<file path="config.mk">
export PLATFORM = sky130hd
export DESIGN_NAME = alu_issue
export DESIGN_NICKNAME = d
export VERILOG_FILES = /design/src/rtl/alu_pkg.sv /design/src/rtl/alu_regfile.sv /design/src/rtl/alu_issue.sv
export SDC_FILE = /design/constraint.sdc
export NUM_CORES = 1
export LEC_CHECK = 0
export CAP_MARGIN = 20
export CORE_UTILIZATION = 49
export DETAILED_ROUTE_END_ITERATION = 8
export PLACE_DENSITY = 0.73
export SYNTH_ARGS = -nofsm -noshare
export SYNTH_HDL_FRONTEND = slang
export SYNTH_SLANG_ARGS = --single-unit
</file>
<file path="constraint.sdc">
create_clock -name clk -period 15.4 [get_ports clk]
set_input_delay 4.62 -clock clk [delete_from_list [all_inputs] [get_ports clk]]
set_output_delay 4.62 -clock clk [all_outputs]
set_load 0.02 [all_outputs]
</file>
<file path="src/rtl/alu_pkg.sv">
`default_nettype none
// ============================================================================
//  Module      : alu_pkg
//  Description : Shared constants, ALU op codes and the issue FSM state type
//                for the alu_issue block and its register file.
//  Revision    : 1.0  initial release
// ============================================================================
package alu_pkg;

  // Datapath width and register count; must match the downstream ALU.
  localparam int ALU_W     = 16;
  localparam int ALU_NREGS = 8;
  localparam int ALU_AW    = $clog2(ALU_NREGS);

  // ALU select codes. Codes 7..15 are not decoded; the ALU returns 0.
  localparam logic [3:0] OP_ADD  = 4'd0;
  localparam logic [3:0] OP_SUB  = 4'd1;
  localparam logic [3:0] OP_AND  = 4'd2;
  localparam logic [3:0] OP_OR   = 4'd3;
  localparam logic [3:0] OP_XOR  = 4'd4;
  localparam logic [3:0] OP_NOTA = 4'd5;
  localparam logic [3:0] OP_NOTB = 4'd6;

  typedef enum logic [1:0] {
    IDLE = 2'd0,
    EXEC = 2'd1,
    WB   = 2'd2
  } state_t;

endpackage
`default_nettype wire

</file>
<file path="src/rtl/alu_regfile.sv">
`default_nettype none
// ============================================================================
//  Module      : alu_regfile
//  Description : NREGS x W register file, two combinational read ports and one
//                synchronous write port. Register 0 reads as zero and ignores
//                writes. Asynchronous active-high reset clears all registers.
//  Ports       : clk, rst          clock / async reset
//                i_ra1, i_ra2      read addresses
//                o_rd1, o_rd2      read data (combinational)
//                i_we, i_wa, i_wd  write enable / address / data
//  Revision    : 1.0  initial release
// ============================================================================
module alu_regfile
  import alu_pkg::*;
#(
  parameter  int W     = ALU_W,
  parameter  int NREGS = ALU_NREGS,
  localparam int AW    = $clog2(NREGS)
) (
  input  logic          clk,
  input  logic          rst,
  input  logic [AW-1:0] i_ra1,
  input  logic [AW-1:0] i_ra2,
  output logic [W-1:0]  o_rd1,
  output logic [W-1:0]  o_rd2,
  input  logic          i_we,
  input  logic [AW-1:0] i_wa,
  input  logic [W-1:0]  i_wd
);

  logic [W-1:0] w_regs [NREGS];

  for (genvar gi = 0; gi < NREGS; gi++) begin : g_regs
    if (gi == 0) begin : g_zero
      // r0 is hardwired: no storage, writes have nowhere to land.
      assign w_regs[gi] = '0;
    end else begin : g_store
      logic [W-1:0] reg_q;
      logic [W-1:0] reg_d;

      always_comb begin
        reg_d = reg_q;
        if (i_we && (i_wa == AW'(gi))) begin
          reg_d = i_wd;
        end
      end

      always_ff @(posedge clk or posedge rst) begin
        if (rst) begin
          reg_q <= '0;
        end else begin
          reg_q <= reg_d;
        end
      end

      assign w_regs[gi] = reg_q;
    end
  end

  assign o_rd1 = w_regs[i_ra1];
  assign o_rd2 = w_regs[i_ra2];

endmodule
`default_nettype wire

</file>
<file path="src/rtl/alu_issue.sv">
`default_nettype none
// ============================================================================
//  Module      : alu_issue
//  Description : Issue / writeback stage in front of a 16-bit combinational
//                ALU. Accepts one instruction at a time over valid/ready,
//                reads operands from an internal register file (with a bypass
//                from the retiring result), holds the ALU inputs stable for
//                one EXEC cycle, captures the result and writes it back in WB.
//  Ports       : clk, rst                      clock / async active-high reset
//                instr_valid / instr_ready     instruction handshake
//                instr_op, instr_rd, instr_rs1, instr_rs2,
//                instr_imm_en, instr_imm       instruction fields
//                alu_a, alu_b, alu_sel         registered ALU inputs
//                alu_out, alu_carry            ALU results
//                wb_valid, wb_rd, wb_data      retirement pulse / dest / data
//                busy                          high in EXEC and WB
//                carry_flag                    carry of last retired op
//  Config      : ALU_ISSUE_CARRY_FLAG_EN  defined -> carry_flag is a register
//                updated in every WB cycle; undefined -> carry_flag tied to 0
//                and alu_carry is ignored.
//  Revision    : 1.0  initial release
// ============================================================================
module alu_issue
  import alu_pkg::*;
#(
  parameter  int W     = ALU_W,
  parameter  int NREGS = ALU_NREGS,
  localparam int AW    = $clog2(NREGS)
) (
  input  logic          clk,
  input  logic          rst,
  input  logic          instr_valid,
  output logic          instr_ready,
  input  logic [3:0]    instr_op,
  input  logic [AW-1:0] instr_rd,
  input  logic [AW-1:0] instr_rs1,
  input  logic [AW-1:0] instr_rs2,
  input  logic          instr_imm_en,
  input  logic [W-1:0]  instr_imm,
  output logic [W-1:0]  alu_a,
  output logic [W-1:0]  alu_b,
  output logic [3:0]    alu_sel,
  input  logic [W-1:0]  alu_out,
  input  logic          alu_carry,
  output logic          wb_valid,
  output logic [AW-1:0] wb_rd,
  output logic [W-1:0]  wb_data,
  output logic          busy,
  output logic          carry_flag
);

  state_t        state_q, state_d;
  logic [W-1:0]  a_q, a_d;
  logic [W-1:0]  b_q, b_d;
  logic [3:0]    sel_q, sel_d;
  logic [AW-1:0] rd_q, rd_d;
  logic [W-1:0]  res_q, res_d;

  logic          w_hs;
  logic          w_in_wb;
  logic [W-1:0]  w_rf_rd1;
  logic [W-1:0]  w_rf_rd2;
  logic          w_byp1;
  logic          w_byp2;
  logic [W-1:0]  w_src1;
  logic [W-1:0]  w_src2;

  alu_regfile #(
    .W     (W),
    .NREGS (NREGS)
  ) u_regfile (
    .clk   (clk),
    .rst   (rst),
    .i_ra1 (instr_rs1),
    .i_ra2 (instr_rs2),
    .o_rd1 (w_rf_rd1),
    .o_rd2 (w_rf_rd2),
    .i_we  (w_in_wb),
    .i_wa  (rd_q),
    .i_wd  (res_q)
  );

  assign w_in_wb     = (state_q == WB);
  assign instr_ready = (state_q != EXEC);
  assign busy        = (state_q != IDLE);
  assign wb_valid    = w_in_wb;
  assign w_hs        = instr_valid && instr_ready;

  // The array write of the retiring result lands at the end of WB, so an
  // instruction accepted in that same cycle must take res_q directly.
  // r0 is excluded: its "result" is never stored and must still read 0.
  assign w_byp1 = w_in_wb && (rd_q != '0) && (instr_rs1 == rd_q);
  assign w_byp2 = w_in_wb && (rd_q != '0) && (instr_rs2 == rd_q);
  assign w_src1 = w_byp1 ? res_q : w_rf_rd1;
  assign w_src2 = w_byp2 ? res_q : w_rf_rd2;

  always_comb begin
    state_d = state_q;
    a_d     = a_q;
    b_d     = b_q;
    sel_d   = sel_q;
    rd_d    = rd_q;
    res_d   = res_q;

    case (state_q)
      IDLE: begin
        if (w_hs) begin
          state_d = EXEC;
        end
      end
      EXEC: begin
        state_d = WB;
        res_d   = alu_out;
      end
      WB: begin
        state_d = w_hs ? EXEC : IDLE;
      end
      default: begin
        state_d = IDLE;
      end
    endcase

    if (w_hs) begin
      a_d   = w_src1;
      b_d   = instr_imm_en ? instr_imm : w_src2;
      sel_d = instr_op;
      rd_d  = instr_rd;
    end
  end

  always_ff @(posedge clk or posedge rst) begin
    if (rst) begin
      state_q <= IDLE;
      a_q     <= '0;
      b_q     <= '0;
      sel_q   <= '0;
      rd_q    <= '0;
      res_q   <= '0;
    end else begin
      state_q <= state_d;
      a_q     <= a_d;
      b_q     <= b_d;
      sel_q   <= sel_d;
      rd_q    <= rd_d;
      res_q   <= res_d;
    end
  end

  assign alu_a   = a_q;
  assign alu_b   = b_q;
  assign alu_sel = sel_q;
  assign wb_rd   = rd_q;
  assign wb_data = res_q;

`ifdef ALU_ISSUE_CARRY_FLAG_EN
  logic cy_q, cy_d;
  logic flag_q, flag_d;

  always_comb begin
    cy_d   = cy_q;
    flag_d = flag_q;
    if (state_q == EXEC) begin
      cy_d = alu_carry;
    end
    if (w_in_wb) begin
      flag_d = cy_q;
    end
  end

  always_ff @(posedge clk or posedge rst) begin
    if (rst) begin
      cy_q   <= 1'b0;
      flag_q <= 1'b0;
    end else begin
      cy_q   <= cy_d;
      flag_q <= flag_d;
    end
  end

  assign carry_flag = flag_q;
`else
  // Carry tracking is compiled out; the input stays on the port list.
  logic w_unused_carry;
  assign w_unused_carry = alu_carry;
  assign carry_flag     = 1'b0;
`endif

endmodule
`default_nettype wire

</file>
==> results.md, run 1 <==
- The clock sink count is 169.
- The flow ran to the end, and the final reports show no timing, DRC or antenna violations.
- In the routed layout, each cell is associated on average with a via count of 6.47.
- The static power due to leakage is 4.73 nW.
- The synthesized design spends more area on one cell type than any other, namely dfrtp_1.
- For this design the total switching power over the nets is 0.495 mW.
- In this run, synthesis inferred 0 flip-flops with an integrated enable.
- The clock transition at the registers of the reported paths is 60 ps.
- In this run, CTS created clock tree buffers numbering 17.
- The routed wire length per instance is 24.6 um.
- The endpoint identified for the worst register-to-register timing path is alu_a[6]$_DFFE_PP0P_.
- For this run, the total global-route usage over all layers was measured as 29.1%.
- The number of distinct library cells after synthesis is 47.
- The final clock skew is 6.51 ps.
- The share of post-route cells with drive strength above 1 is 27.3%.
- The internal power of the cells totals 1.13 mW.
- The die height is 136 um.
- The fill cell instance count of the final layout is 1362.
- Cells fill 60.9% of the core in the end.
- In this run the most critical hold path is launched from alu_sel[0]$_DFFE_PP0P_.
- The post-DP HPWL is 14.6 mm.
- In the post-synthesis netlist, the biggest area contributors are dfrtp_1, mux2_2, mux4_2.
- After clock tree synthesis, the repair step resized 0 gates.
- Setup repair after global routing left no endpoint under its margin.
- The max-slew violation total from the final report was 0.
- Static timing analysis puts the maximum clock frequency at 140 MHz.
- The initial standard-cell utilization of the core is 50.7%.
- The global-route wire length before repair is 39.6 mm.
- The worst register-to-register path has a depth of 8.
- The area of the mapped netlist is 0.00886 mm^2.
- The number of instances in the synthesized netlist is 724.
- Setup violations remaining at the end of the flow were counted as 0.
- The die outline width is 136 um.
- The count of buffers from port buffering is 106.
- The initial antenna violation count is 0.
- The area growth from synthesis to layout is 20.2%.
- The iteration count of the initial detailed-routing pass is 6.
- The residual DRC count is 0.
- Along the worst path, the maximum fanout reaches 19.
- The count of warnings emitted by yosys is 0.
- Data on the critical path arrives at its endpoint at 7380 ps.
- The fraction of post-synthesis cell area in the top cell type by area is 47.7%.
- The overall power of the completed layout is 1.62 mW.
- The number of nets in the synthesized netlist is 774.
- For this run, the leading register cell type out of synthesis is dfrtp_1.
- The final RePlAce weighted congestion is 0.758.
- The worst hold path passes through 2 cells.
- The worst setup path is of the input port to register kind.
- Adding up every negative setup slack in the final design gives 0 ps.
- STA classifies the critical path endpoint as a register.
- Across the run, the number of max-cap violations was 0.
- The total vias in the final route is 6738.
- After the first detailed-routing iteration, the DRC count stood at 503.
- The time the final worst path needs with I/O delays and setup is 7140 ps.
- The count of cells in the finished layout, fillers not included, comes to 1041.
- The mean post-synth cell area is 12.2 um^2.
- After floorplanning, the core was sized to cover 0.0175 mm^2.
- The number of cells in the design after placement is 1005.
- Summed over all layers, the routed wires come to 25.6 mm.
- In this run the power density over the cells is 152 mW/mm^2.
- The type of origin of the critical path is an input port.
- The number of core rows is 48.
- The number of global-route vias before repair is 6994.
- The final critical path takes up 46.3% of the cycle.
- The worst reg2reg path startpoint is state_q[0]$_DFFE_PP0P_.
- The final antenna-violating net count is 0.
- The clock latency of the later-clocked register in the worst-skew pair is 430 ps.
- The CTS tree is done.
- 0 antenna diodes ended up in the layout.
- The tree is rooted in a clkbuf_16.
- The largest net degree at the start of global routing is 108.
- The worst-case IR drop observed on VDD is 93.5 uV.
- The type of the tightest min-delay check is register to register.
- The buffer depth of the longest clock path is 2.
- The I/O pin total is 109.
- The H-tree was split into 4 levels.
- The cts-stage hold buffer count is 0.
- The hold violation total from the final report is 0.
- The worst hold path terminates at alu_sel[0]$_DFFE_PP0P_.
- After synthesis, the share of flip-flops with an asynchronous set or reset is 100%.
- The relative slew slack is 21.2%.
- Buffers added to address setup during post-CTS repair amount to 0.
- The register-to-register path setup slack is 12390 ps.
- The slew at the pin with the worst max-slew slack is 1180 ps.
- Sequential cells burn 44.1% of the power.
- The share of total power dissipated in the clock network is 27.7%.
- The register area share after synthesis is 47.7%.
- The synthesized design contains 169 register bits.
- For this run the aggregate overflow at the end of global routing stands at 0.
- The proportion of total power due to net switching is 30.5%.
- STA puts the critical path data required time at 15640 ps.
- The die covers 0.0186 mm^2.
- The net count of the finished layout is 853.
- Combinational logic burns 28.2% of the power.
==> power by group through the flow <==
stage	registers (mW)	clock network [mW]	logic (mW)
4_1_cts	0.709	0.452	0.458
6_report	0.716	0.449	0.457
3_5_place_dp	0.715	0	0.452
2_1_floorplan	0.706	0	0.298
3_3_place_gp	0.694	0	0.435
5_1_grt	0.733	0.472	0.493
==> logic make-up after synthesis <==
family          synth area share, %
xor+xnor                      0.593
simple gates                   6.47
buf+inv                        4.42
flops                          47.7
compound gates                 13.9
other cells                  0.0423
mux                            26.9
==> cell usage after synthesis (all sizes together) (15+ instances only) <==
master and count:
a21oi 27, a221o 30, a221oi 15, a22oi 17, a32oi 15, and3 16, buf 38, clkbuf 24
dfrtp 169, inv 19, mux2 142, mux2i 36, mux4 17, nand2 44, o21ai 49
==> how the worst max path moves through the flow <==
stage | end | from | depth (start not counted) | slack (ps)
final | alu_b[1]$_DFFE_PP0P_ | instr_rs2[2] | 5 | 8260
after global placement | alu_b[2]$_DFFE_PP0P_ | instr_rs2[2] | 5 | 8040
after CTS | instr_ready | state_q[0]$_DFFE_PP0P_ | 5 | 8320
after global routing | alu_b[14]$_DFFE_PP0P_ | instr_rs2[2] | 5 | 8190
after detailed placement | alu_b[2]$_DFFE_PP0P_ | instr_rs2[2] | 5 | 7980
after floorplan | alu_a[0]$_DFFE_PP0P_ | rst | 1 | 6200
==> worst max-delay path, cell delays in order <==
cell	delay, ps
clkdlybuf4s50_1	1250
nor2b_2	960
a22oi_1	190
a22oi_1	210
a221oi_1	130
==> sequential cells by signal, indices dropped and copies added (netlist names) <==
| signal | flops |
|---|---|
| alu_a | 16 |
| alu_b | 16 |
| wb_rd | 3 |
| u_regfile.g_regs.g_store.reg_q | 112 |
| state_q | 2 |
| alu_sel | 4 |
| wb_data | 16 |
==> cell type report <==
cell class,count,area [um^2],area share [%]
clock inverters,7,113,1.06
multi-input cells,474,4250,40.0
clock buffers,25,505,4.75
repair buffers,122,1180,11.1
inverters,19,76.3,0.717
flip-flops and latches,169,4230,39.7
well taps,225,282,2.64
==> layout by cell type (no fill, tap or decap), drive strengths merged, types with 3 or more instances in the layout <==
master,count
o21ai,49
dfrtp,169
nand4b,3
and3,16
a21oi,27
a22oi,17
nand3,3
mux2,142
mux2i,36
nor2b,8
nand2b,13
a221o,30
clkdlybuf4s50,103
a21boi,13
a32oi,15
clkinv,3
clkbuf,26
a221oi,15
nand2,44
xnor2,6
buf,18
mux4,17
inv,19
bufinv,3
==> through the flow <==
step	setup slack, ps	hold WS [ps]	instance area, um^2
3_5_place_dp	7980	461	9980
3_3_place_gp	8040	461	9980
5_1_grt	8190	520	10600
2_1_floorplan	6200	475	8860
4_1_cts	8320	477	10600
6_report	8260	480	10600
==> routing by layer <==
metal | vias to the layer above | wire [um] | global-route usage, %
met3 | 59 | 1930 | 5.82
li1 | 2875 | - | -
met5 | - | 0 | 0
met4 | 0 | 694 | 12.0
met2 | 323 | 12700 | 48.6
met1 | 3481 | 10300 | 36.8
Power figures use the tool's default switching activity.
==> run 2: changes to the inputs <==
- clock period: 15.4 -> 6.8 ns (I/O delays scaled with it)
==> run 2 against run 1 <==
Sequential power is 130% higher. Sequential share of layout area is 0.084 points lower. Global-route usage is 0.35 points higher. Flip-flop and latch count stayed put. Critical path depth is 1 lower. Setup slack worse by 6200 ps. Non-clock buffer count stayed put. Register-to-register slack worse by 8700 ps. Cell area is 0.21% higher. Utilization is 0.13 points higher. Critical path type is now register to output port. Largest cell class unchanged. Largest power group unchanged.
==> results.md, run 2 (same netlist as run 1, synthesis figures left out) <==
- The flow ran to the end, and the final reports show no timing, DRC or antenna violations.
- The flip-flop count of the largest register, all copies and words added is 112 (unchanged).
- The biggest fanout along the worst timing path was 36 (+17).
- The final antenna-violating net count is 0 (unchanged).
- The hold violation total from the final report was 0 (unchanged).
- The critical hold path startpoint is alu_sel[2]$_DFFE_PP0P_.
- The number of buffers added for setup after CTS came to 0 (unchanged).
- Setup repair after global routing left no endpoint under its margin.
- The register with the most flip-flops is u_regfile.g_regs.g_store.reg_q.
- The power density over the cells came to 346 mW/mm^2 (+130%).
- The number of cells on the worst hold path is 2 (unchanged).
- The cts-stage hold buffer count came to 0 (unchanged).
- The CTS root buffer is clkbuf_16.
- The required time of the critical path is 4760 ps (-10880 ps).
- The worst-case hold slack came to 478 ps (-2.41 ps).
- The worst path uses 69.2% of the clock period.
- The slew at the pin with the worst max-slew slack was 1150 ps (-30.3 ps).
- The fill cell instance count of the final layout is 1378 (+1.2%).
- For hold timing, the worst endpoint is alu_sel[2]$_DFFE_PP0P_.
- The total of max-cap violations is 0 (unchanged).
- The deepest level of the CTS H-tree was 4 (unchanged).
- The multi-input gate area in the final layout is 0.00425 mm^2 (about the same).
- The largest vdd supply drop is 220 uV (+140%).
- STA classifies the critical path startpoint as a register.
- The static power due to leakage was 4.74 nW (+0.21%).
- The kind of critical path is register to output port.
- The area occupied by registers is 0.00423 mm^2 (unchanged).
- The detailed-route vias per instance was 6.46 (-0.27%).
- The library cell used most frequently in the layout, excluding fill and tap cells, is dfrtp_1.
- The type of the tightest min-delay check is register to register.
- The peak per-stage delay on the critical path is 750 ps (-500 ps).
- The post-DP HPWL is 15.3 mm (+4.3%).
- The worst setup path is captured at an output port.
- The number of core rows is 48 (unchanged).
- The initial antenna violation count came to 0 (unchanged).
- The clock sink count is 169 (unchanged).
- The total global routing track utilization is 29.5% (+0.35 points).
- The number of cell instances on the worst register-to-register path is 7 (-1).
- The number of nets in the layout is 853 (unchanged).
- The antenna diode instance count is 0 (unchanged).
- The die outline width came to 136 um (unchanged).
- The final routed wirelength across all metal layers came to 25.7 mm (+0.27%).
- The worst reg2reg path startpoint is state_q[0]$_DFFE_PP0P_.
- The residual DRC count was 0 (unchanged).
- The I/O pin total is 109 (unchanged).
- The post-cts gate resize count is 0 (unchanged).
- The clock latency of the later-clocked register in the worst-skew pair is 430 ps (about the same).
- Traced cell by cell, the critical path runs through nor2b_2 > buf_4 > inv_2 > clkdlybuf4s50_1.
- The count of buffers from port buffering is 106 (unchanged).
- The post-layout worst setup margin came to 2100 ps (-6170 ps).
- The final clock skew is 6.54 ps (+0.0349 ps).
- The terminus of the critical flop-to-flop path is alu_b[6]$_DFFE_PP0P_.
- The total vias in the final route was 6720 (-0.27%).
- The count of endpoints failing setup in the final report is 0 (unchanged).
- The die footprint is 0.0186 mm^2 (unchanged).
- The buffer depth of the longest clock path was 2 (unchanged).
- The highest clock rate is 213 MHz.
- The overall power of the completed layout is 3.70 mW (+130%).
- The area of the core is 0.0175 mm^2 (unchanged).
- The clock buffer count from CTS is 17 (unchanged).
- The share of post-route cells with drive strength above 1 is 27.5% (+0.12 points).
- The detailed router's first-iteration violation count is 468 (-7.0%).
- The setup slack after placement came to 1950 ps (-6030 ps).
- The iteration count of the initial detailed-routing pass is 5 (-1).
- In the layout the commonest cells are dfrtp_1, mux2_2, clkdlybuf4s50_1.
- The post-route setup TNS is 0 ps (unchanged).
- The worst endpoint data arrival time is 2660 ps (-4720 ps).
- The relative slew slack is 23.4% (+2.2 points).
- The CTS tree is done.
- The final RePlAce weighted congestion is 0.787 (+3.8%).
- The standard cell with the maximum stage delay on the critical path is clkdlybuf4s50_1.
- The relative area change from synthesis to final layout is 20.4%.
- The initial standard-cell utilization of the core is 50.7% (unchanged).
- The clock transition at the registers of the reported paths was 70 ps (about the same).
- The die height is 136 um (unchanged).
- The routed wire length per instance was 24.7 um (+0.27%).
- Subtracting the final worst setup slack from the clock period gives 4700 ps.
- The total grt overflow came to 0 (unchanged).
- The global-route wire length before repair is 40.2 mm (+1.5%).
- The register-to-register path setup slack was 3710 ps (-8680 ps).
- The largest net degree at the start of global routing is 105 (-2.8%).
- The number of global-route vias before repair is 7195 (+2.9%).
- The max-slew violation total from the final report is 0 (unchanged).
[run 2: cell types whose count changed in the layout (fill, tap and decap cells not counted)]
cell,change
buf_6,-3
clkinv_4,+3
buf_8,+2
clkbuf_1,-2
clkbuf_8,-2
buf_4,+1
bufinv_16,+1
nor2b_1,+1
nor2b_2,-1
[run 2: critical path: cells and delay by family, from the launching register on]
| kind | cells | cell delay, ps |
|---|---|---|
| buf+inv | 3 | 1620 |
| flops | 1 | 430 |
| simple gates | 1 | 170 |
[run 2: per-stage QoR]
stage               std cells  area (um^2)  utilization, %
finish                   1041        10700            61.0
detailed placement       1006         9980            57.1
floorplan                 724         8860               -
CTS                      1038        10600            60.8
global placement         1006         9980            57.1
global route             1041        10700            61.0
[run 2: area by class of cell]
class	count	share of cell area (%)
timing repair buffer	122	11.1
inverter	19	0.716
sequential	169	39.6
clock inverter	11	1.58
tap	225	2.64
clock buffer	21	4.41
multi-input combinational	474	39.9
[run 2: worst max-delay path by stage]
stage	from	endpoint	slack, ps	cells after the start
4_1_cts	state_q[0]$_DFFE_PP0P_	instr_ready	2120	4
3_3_place_gp	instr_rs2[2]	alu_b[14]$_DFFE_PP0P_	2020	5
6_report	state_q[0]$_DFFE_PP0P_	instr_ready	2100	4
5_1_grt	state_q[0]$_DFFE_PP0P_	instr_ready	2010	4
3_5_place_dp	instr_rs2[2]	alu_b[6]$_DFFE_PP0P_	1950	5
2_1_floorplan	rst	alu_a[0]$_DFFE_PP0P_	180	1
[run 2: power breakdown]
| group | leakage [nW] | switching, mW | internal (mW) |
|---|---|---|---|
| Combinational | 2.25 | 0.439 | 0.598 |
| Clock | 0.313 | 0.398 | 0.644 |
| Sequential | 2.17 | 0.288 | 1.33 |
| Total | 4.74 | 1.13 | 2.57 |
[run 2: metal layers]
layer / track usage (%) / part of all wire, %
met5: 0 / 0
met2: 48.8 / 50
met1: 36.9 / 41
met4: 11.9 / 2.4
met3: 7.05 / 7.1
==> run 3: changes to the inputs <==
- clock period: 6.8 -> 4.4 ns (I/O delays scaled with it)
==> run 3 against run 2 <==
Power rose by 53%. Cell area rose by 1.1%. Global-route usage fell by 0.67 points. Utilization rose by 0.69 points. First-iteration DRC count rose by 7.3%. Setup slack got worse by 1000 ps. Critical path depth did not move. Flip-flop and latch count did not move. Largest cell class unchanged. Highest routed layer unchanged.
==> results.md, run 3 (same netlist as run 1, synthesis figures left out) <==
- The flow ran to the end, and the final reports show no timing, DRC or antenna violations.
- The buffer depth of the longest clock path was 2 (unchanged).
- The power density over the cells is 523 mW/mm^2 (+51%).
- The final antenna-violating net count is 0 (unchanged).
- Setup repair after global routing left no endpoint under its margin.
- The antenna diode instance count is 0 (unchanged).
- The total vias in the final route is 6678 (-0.63%).
- The number of core rows is 48 (unchanged).
- The worst endpoint data arrival time is 1990 ps (-670 ps).
- The cell area reported after detailed placement is 0.0102 mm^2 (+1.7%).
- The net switching power of the design is 1.73 mW (+53%).
- The post-cts gate resize count came to 0 (unchanged).
- The final instance area is 0.0108 mm^2 (+1.1%).
- The total of max-cap violations is 0 (unchanged).
- The global-route wire length before repair was 39.5 mm (-2.0%).
- The die height is 136 um (unchanged).
- The combinational fraction of design power is 28.6% (+0.5 points).
- The count of endpoints failing setup in the final report came to 0 (unchanged).
- The clock buffer count from CTS is 17 (unchanged).
- The tree is rooted in a clkbuf_16.
- The highest clock rate is 302 MHz.
- TritonCTS built the clock tree.
- The sort of element at the end of the critical path is an output port.
- The number of buffers added for setup after CTS is 0 (unchanged).
- The share of total power in the clock network is 27.0% (-1.2 points).
- The total global routing track utilization came to 28.8% (-0.67 points).
- The sequential fraction of design power came to 44.4% (+0.7 points).
- The number of global-route vias before repair is 6970 (-3.1%).
- The share of post-route cells with drive strength above 1 came to 28.6% (+1.2 points).
- The relative slew slack is 36.4% (+13 points).
- The total grt overflow is 0 (unchanged).
- The cts-stage hold buffer count is 0 (unchanged).
- The clock transition at the registers of the reported paths was 60 ps (about the same).
- The kind of critical path is register to output port.
- The hold violation total from the final report was 0 (unchanged).
- The residual DRC count is 0 (unchanged).
- The flip-flop count of the largest register, all copies and words added is 112 (unchanged).
- The max-slew violation total from the final report is 0 (unchanged).
- The type of the tightest min-delay check is register to register.
- The detailed-route vias per instance is 6.32 (-2.0%).
- The post-route core utilization was 61.7% (+0.69 points).
- The fill cell instance count of the final layout is 1317 (-4.4%).
- The share of the cycle needed by the critical path after routing is 75.3%.
- The number of nets in the layout was 870 (+2.0%).
- Ranked by flip-flop count, first place goes to u_regfile.g_regs.g_store.reg_q.
- The die outline width is 136 um (unchanged).
- The I/O pin total came to 109 (unchanged).
- The worst setup path is launched from a register.
- The initial antenna violation count is 0 (unchanged).
- The post-DP HPWL is 16.2 mm (+6.4%).
- The iteration count of the initial detailed-routing pass is 5 (unchanged).
- The deepest level of the CTS H-tree was 4 (unchanged).
- The die footprint was 0.0186 mm^2 (unchanged).
- The required time of the critical path is 3080 ps (-1680 ps).
- The library cells used most frequently in the layout, excluding fill and tap cells, are dfrtp_1, mux2_2, clkdlybuf4s50_1.
- The clock latency of the later-clocked register in the worst-skew pair is 430 ps (about the same).
- The routed wire length per instance came to 24.2 um (-1.8%).
- The post-route setup TNS was 0 ps (unchanged).
- The slew at the pin with the worst max-slew slack is 954 ps (-194 ps).
- The cell internal power dissipation is 3.92 mW (+52%).
- The biggest fanout along the worst timing path is 33 (-8.3%).
- The static power due to leakage is 4.81 nW (+1.4%).
- The final clock skew is 11.3 ps (+4.81 ps).
- After layout, the minimum clock period comes to 3310 ps.
- The area of the core is 0.0175 mm^2 (unchanged).
- The most common library cell in the layout ignoring fill and taps is dfrtp_1.
- The largest vdd supply drop is 338 uV (+54%).
- The proportion of total power due to net switching came to 30.6% (+0.14 points).
- The clock sink count is 169 (unchanged).
- The largest net degree at the start of global routing is 84 (-20%).
- The final RePlAce weighted congestion is 0.832 (+5.7%).
- The detailed router's first-iteration violation count was 502 (+7.3%).
- The count of buffers from port buffering is 106 (unchanged).
- The initial standard-cell utilization of the core was 50.7% (unchanged).
- From synthesis to final layout, the design area changed by 21.8%.
- The final routed wirelength across all metal layers was 25.6 mm (-0.35%).
## run 3: cell types whose count changed in the layout (fill, tap and decap cells not counted), sizes merged
cell,change
buf,+17
bufinv,-1
clkinv,-1
clkinvlp,+1
inv,-1
## run 3: final cells by class
cell class | instances | area [um^2] | share of cell area [%]
Multi-Input combinational cell | 474 | 4240 | 39.3
Sequential cell | 169 | 4230 | 39.2
Timing Repair Buffer | 139 | 1370 | 12.7
Clock buffer | 21 | 470 | 4.36
Tap cell | 225 | 282 | 2.61
Clock inverter | 9 | 123 | 1.14
Inverter | 19 | 75.1 | 0.696
## run 3: per-layer routing
metal,global-route usage (%),vias to the layer above,wire length [um]
met5,0,-,0
met4,11.9,0,747
met3,5.26,57,1530
met2,47.1,271,12500
met1,37.5,3453,10800
li1,-,2897,-
## run 3: worst max-delay path, cell delays in order (launching register included)
cell,delay (ps)
dfrtp_1,420
nor2b_2,160
buf_4,360
inv_2,70
clkdlybuf4s50_1,540
## run 3: power by group through the flow
| stage | Clock, mW | Sequential [mW] | Combinational (mW) |
|---|---|---|---|
| floorplan | 0 | 2.47 | 1.04 |
| global placement | 0 | 2.44 | 1.54 |
| detailed placement | 0 | 2.51 | 1.60 |
| CTS | 1.54 | 2.48 | 1.62 |
| finish | 1.52 | 2.50 | 1.62 |
| global route | 1.61 | 2.56 | 1.73 |
## run 3: worst paths after layout
kind | start | endpoint | slack (ps) | depth (start not counted)
hold reg to reg | alu_sel[1]$_DFFE_PP0P_ | alu_sel[1]$_DFFE_PP0P_ | 480 | 2
max in group asynchronous | rst | u_regfile.g_regs[6].g_store.reg_q[11]$_DFFE_PP0P_ | 2330 | 3
hold / removal | alu_sel[1]$_DFFE_PP0P_ | alu_sel[1]$_DFFE_PP0P_ | 480 | 2
min in group asynchronous | rst | alu_sel[2]$_DFFE_PP0P_ | 1270 | 2
setup reg to reg | state_q[0]$_DFFE_PP0P_ | alu_a[9]$_DFFE_PP0P_ | 1740 | 7
setup / recovery | state_q[0]$_DFFE_PP0P_ | instr_ready | 1090 | 4
## run 3: stage by stage
stage	total power [mW]	std cells	worst slack (ps)	hold WS [ps]
2_1_floorplan	3.51	724	925	475
3_3_place_gp	3.98	1023	941	458
3_5_place_dp	4.11	1024	907	464
4_1_cts	5.64	1054	1080	477
5_1_grt	5.90	1056	976	517
6_report	5.65	1056	1090	481
